### config.mk
export PLATFORM = sky130hd
export DESIGN_NAME = gray_count_reader
export DESIGN_NICKNAME = d
export VERILOG_FILES = /design/src/rtl/gray_count_reader.sv
export SDC_FILE = /design/constraint.sdc
export NUM_CORES = 1
export LEC_CHECK = 0
export ABC_AREA = 1
export BUFFER_PORTS_ARGS = -buffer_cell sky130_fd_sc_hd__buf_2
export CORE_MARGIN = 2
export CORE_UTILIZATION = 50
export DETAILED_ROUTE_END_ITERATION = 8
export GPL_TIMING_DRIVEN = 0
export PLACE_DENSITY_LB_ADDON = 0.1
export SETUP_SLACK_MARGIN = 0.2
export SYNTH_ARGS = -nofsm -noshare
export SYNTH_HDL_FRONTEND = slang
export SYNTH_SLANG_ARGS = --single-unit
### constraint.sdc
create_clock -name clk -period 8 [get_ports clk]
set_input_delay 0.8 -clock clk [delete_from_list [all_inputs] [get_ports clk]]
set_output_delay 0.8 -clock clk [all_outputs]
set_load 0.05 [all_outputs]
### src/rtl/gray_count_reader.sv
// Purpose : synchronize a Gray-coded count from another clock domain, decode it to
//           binary, flag illegal multi-bit steps and measure count rate per gate.
// Latency : gray_in -> count_bin SYNC_STAGES+1 cycles; freq_valid every GATE_CYCLES
//           cycles once a PRIME gate and a MEASURE gate have completed.
// Backpressure: none; freq_out/freq_valid is a one-cycle pulse that is not held off.
//
// Ports:
//   clk        - single clock, rising edge
//   rst        - asynchronous active-high reset
//   en         - measurement enable; low forces IDLE, next high re-primes
//   err_clr    - one-cycle clear of step_err (a coincident new error wins)
//   gray_in    - Gray-coded count from an asynchronous counter domain
//   count_bin  - synchronized count decoded to binary
//   freq_out   - count increment over the last complete gate (modular)
//   freq_valid - one-cycle pulse marking a new freq_out
//   step_err   - sticky flag: consecutive synchronized samples differed in >1 bit
module gray_count_reader #(
  parameter int DATA_WIDTH  = 32,
  parameter int GATE_CYCLES = 1000000,
  parameter int SYNC_STAGES = 2
) (
  input  logic                  clk,
  input  logic                  rst,
  input  logic                  en,
  input  logic                  err_clr,
  input  logic [DATA_WIDTH-1:0] gray_in,
  output logic [DATA_WIDTH-1:0] count_bin,
  output logic [DATA_WIDTH-1:0] freq_out,
  output logic                  freq_valid,
  output logic                  step_err
);

  // Timer holds 0..GATE_CYCLES-1, so $clog2(GATE_CYCLES) bits always suffice.
  localparam int TW = $clog2(GATE_CYCLES);
  localparam logic [TW-1:0] TC_VAL = TW'(GATE_CYCLES - 1);

  typedef enum logic [1:0] {
    IDLE    = 2'd0,
    PRIME   = 2'd1,
    MEASURE = 2'd2
  } state_t;

  logic [DATA_WIDTH-1:0] sync_q [SYNC_STAGES];
  logic [DATA_WIDTH-1:0] gray_prev;
  logic [DATA_WIDTH-1:0] bin_d;
  logic [DATA_WIDTH-1:0] gray_diff;
  logic                  multi_step;
  logic [DATA_WIDTH-1:0] prev;
  logic [TW-1:0]         timer;
  logic                  tc;
  state_t                state;

  // Synchronizer chain on the asynchronous Gray bus.
  always_ff @(posedge clk or posedge rst) begin
    if (rst) begin
      for (int i = 0; i < SYNC_STAGES; i++) sync_q[i] <= '0;
    end else begin
      sync_q[0] <= gray_in;
      for (int i = 1; i < SYNC_STAGES; i++) sync_q[i] <= sync_q[i-1];
    end
  end

  // Binary bit i is the XOR of Gray bits DATA_WIDTH-1..i.
  always_comb begin
    bin_d = '0;
    for (int i = 0; i < DATA_WIDTH; i++) begin
      bin_d[i] = ^(sync_q[SYNC_STAGES-1] >> i);
    end
  end

  // More than one bit set <=> clearing the lowest set bit leaves something.
  assign gray_diff  = sync_q[SYNC_STAGES-1] ^ gray_prev;
  assign multi_step = |(gray_diff & (gray_diff - DATA_WIDTH'(1)));

  // Decode and step check run regardless of en.
  always_ff @(posedge clk or posedge rst) begin
    if (rst) begin
      count_bin <= '0;
      gray_prev <= '0;
      step_err  <= 1'b0;
    end else begin
      count_bin <= bin_d;
      gray_prev <= sync_q[SYNC_STAGES-1];
      if (multi_step) begin
        step_err <= 1'b1;
      end else if (err_clr) begin
        step_err <= 1'b0;
      end
    end
  end

  assign tc = (timer == TC_VAL);

  // Gate FSM. A TC in MEASURE is reported even if en drops on that same cycle.
  always_ff @(posedge clk or posedge rst) begin
    if (rst) begin
      state      <= IDLE;
      timer      <= '0;
      prev       <= '0;
      freq_out   <= '0;
      freq_valid <= 1'b0;
    end else begin
      freq_valid <= 1'b0;
      case (state)
        IDLE: begin
          timer <= '0;
          if (en) state <= PRIME;
        end
        PRIME: begin
          if (!en) begin
            state <= IDLE;
            timer <= '0;
          end else if (tc) begin
            prev  <= count_bin;
            timer <= '0;
            state <= MEASURE;
          end else begin
            timer <= timer + 1'b1;
          end
        end
        MEASURE: begin
          if (tc) begin
            freq_out   <= count_bin - prev;
            prev       <= count_bin;
            freq_valid <= 1'b1;
            timer      <= '0;
            if (!en) state <= IDLE;
          end else if (!en) begin
            state <= IDLE;
            timer <= '0;
          end else begin
            timer <= timer + 1'b1;
          end
        end
        default: begin
          state <= IDLE;
          timer <= '0;
        end
      endcase
    end
  end

endmodule

==> metrics.yaml <==
antenna_found_initial: 0
clock-sinks: 215
grt_usage_pct: 22.0
power_switching_share_pct: 40.7
cp.depth: 11
nets: 1665
ys_seq_area_share_pct: 46.9
crit_slowest_cell: "o21ai_0"
coreArea_um2: 22600
cp-start-kind: "flop"
holdWs_ns: 0.346
vias: 9134
worstPathArrival_ns: 3.11
worst-slew-pin-transition_ns: 1.14
path_common_cell: "nand2_1"
vias_per_cell: 4.82
switchingPower_mw: 1.66
slew_headroom_pct: 23.6
postSynth.asyncResetShare_pct: 100
ir_drop_v: 0.000215
cpLargestDelayFamily: "compound AO/OA/AOI/OAI gates"
die_h_um: 155
critPathBufInv: 1
grt_pass1_vias: 8762
power.share.sequential_pct: 32.5
drt-initial-drc-count: 450
yosys_warnings: 0
drive_above_1_share_pct: 9.93
design_area_um2: 13200
r2r_setup_slack_ns: 5.29
globalplace.congestion: 0.948
die_x_um: 155
routedWlPerCell_um: 13.6
avgSynthCellArea_um2: 7.83
setup_viol: 0
p_comb_share_pct: 38.9
synthCells: 1465
clockBufferDepth: 3
synth_fp_nets: 1537
hold_class: "reg2reg"
power_leakage_nw: 6.70
setup_ws_ns: 5.29
final_util_pct: 58.6
drv_cap: 0
synth_most_common_cell: "nand2_1"
root_buffer: "clkbuf_16"
dp_hpwl_um: 20300
r2r-end: "freq_out[28]"
fin_crit_ns: 2.71
crit_required_ns: 8.40
p_per_area_nw_per_um2: 307
syn-cell-area_um2: 11500
postRouteAntennaNets: 0
skew_ns: 0.0223
cp_slowest_stage_delay_ns: 0.44
endpoint_kind: "flop"
max_freq_mhz: 369
synth_edf_count: 0
post_cts_buffers: 0
start_util_pct: 50.8
grt_max_degree: 120
hold_viol_final: 0
cp_max_fo: 4
cp_cell_sequence: "inv_1 -> ha_1 -> fa_1 -> o21ai_0 -> a21oi_1 -> o21ai_0 -> nand2_1 -> nand2_1 -> nand2_1 -> nand3_1 -> nand2_1"
cts_hold_buf: 0
htree_num_levels: 1
ys_top_cells_by_count: "nand2_1 (465), inv_1 (231), dfrtp_1 (215)"
routed_wl_um: 25900
rsz0062_at_grt: "no"
p_total_mw: 4.07
drv_slew: 0
cts_buffers: 24
drc_errors: 0
fin_setup_tns_ns: 0
dp_slack_ns: 5.28
numPortBuffers: 101
clk_latency_ns: 0.53
syn_to_final_growth_pct: 15.3
clkPwrFrac_pct: 28.6
grt_pass1_wl_um: 42600
ys_ff_latch: 215
drt_pass1_iterations: 5
status: "finished, final reports clean"
crit_path_start: "count_bin[0]"
synth_area_leaders: "dfrtp_1 (47%), nand2_1 (15%), inv_1 (7.6%), xnor2_1 (6.9%), nor2_1 (4.1%)"
r2r_cells: 11
die_area_um2: 24200
timing.rr.start: "count_bin[0]"
cp-endpoint: "freq_out[28]"
cts_resized: 0
boundaryPins: 102
path_clk_slew_ns: 0.06
p_int_mw: 2.41
period_share_pct: 33.8
yosysTopAreaCell: "dfrtp_1"
yosys.area.top_type_share_pct: 46.9
whs_path_depth: 0
place_area_um2: 12400
layout.cells.non_filler: 1896
path_class: "reg2reg"
overflow: 0
diodes: 0
cts_tree: "yes"
placementRows: 55
synth_ff_type: "dfrtp_1"
dp_cells: 1852
yosys.cell_types.count: 28
==> cells in the final DEF, fill, tap and decap left out, types with 2 or more instances in the layout <==
cell       instances
nand4_1           15
inv_8              2
a21oi_1           53
bufinv_16          3
xor2_1            26
buf_2            101
ha_1              35
nand3_1           54
xor2_2             6
a21o_1             3
o21a_1             3
o21bai_1           5
o21ai_0           85
nand2_1          465
nor2_1           125
nor3_1            12
clkbuf_8           7
or2_2              6
o2111ai_1          2
dfrtp_1          215
clkbuf_1          14
clkinv_4           2
nor4_1             5
nand3b_1           6
xnor2_1           91
clkbuf_16         24
clkinv_2           3
inv_1            230
a31oi_1            4
==> layer usage <==
metal / vias to the layer above / GRT usage (%) / wire, um
li1: 4772 / - / -
met1: 4123 / 29.1 / 11500
met2: 183 / 37.6 / 12300
met3: 56 / 2.67 / 1100
met4: 0 / 7.34 / 897
met5: - / 0 / 0
==> layout make-up <==
cell class	count	area [um^2]
fillers	2205	9340
repair buffers	102	533
multi-input cells	1005	5170
inverters	232	878
plain buffers	13	52.6
flip-flops and latches	215	5380
clock buffers	33	704
clock inverters	11	158
well taps	285	357
==> power groups by stage <==
stage,registers [mW],logic [mW],clock network [mW]
after floorplan,1.53,0.969,0
after global placement,1.34,1.57,0
after detailed placement,1.34,1.59,0
after CTS,1.32,1.59,1.20
after global routing,1.33,1.77,1.23
final,1.32,1.58,1.16
==> worst min path at each step <==
stage / slack [ns] / startpoint / to
2_1_floorplan: 0.33 / sync_q[32] / sync_q[0]
3_3_place_gp: 0.33 / sync_q[54] / sync_q[22]
3_5_place_dp: 0.33 / sync_q[43] / sync_q[11]
4_1_cts: 0.34 / gray_in[6] / sync_q[38]
5_1_grt: 0.35 / gray_in[21] / sync_q[53]
6_report: 0.35 / sync_q[46] / sync_q[14]
==> state kept, by name (all words and copies together), names as in the netlist <==
signal      cells
step_err        1
timer          20
prev           32
state           2
freq_out       32
count_bin      32
sync_q         64
gray_prev      31
freq_valid      1
==> cells by family (layout without fill, tap and decap cells) <==
family	Yosys count	in the layout	synth area share (%)
AND/OR/NAND/NOR	690	690	24.1
buffers and inverters	245	391	8.05
flip-flops	215	215	46.9
AO/OA/AOI/OAI	156	156	7.18
XOR/XNOR	123	123	9.78
adder cells (fa/ha/maj)	36	36	3.99
(Power assumes the default switching activity.)
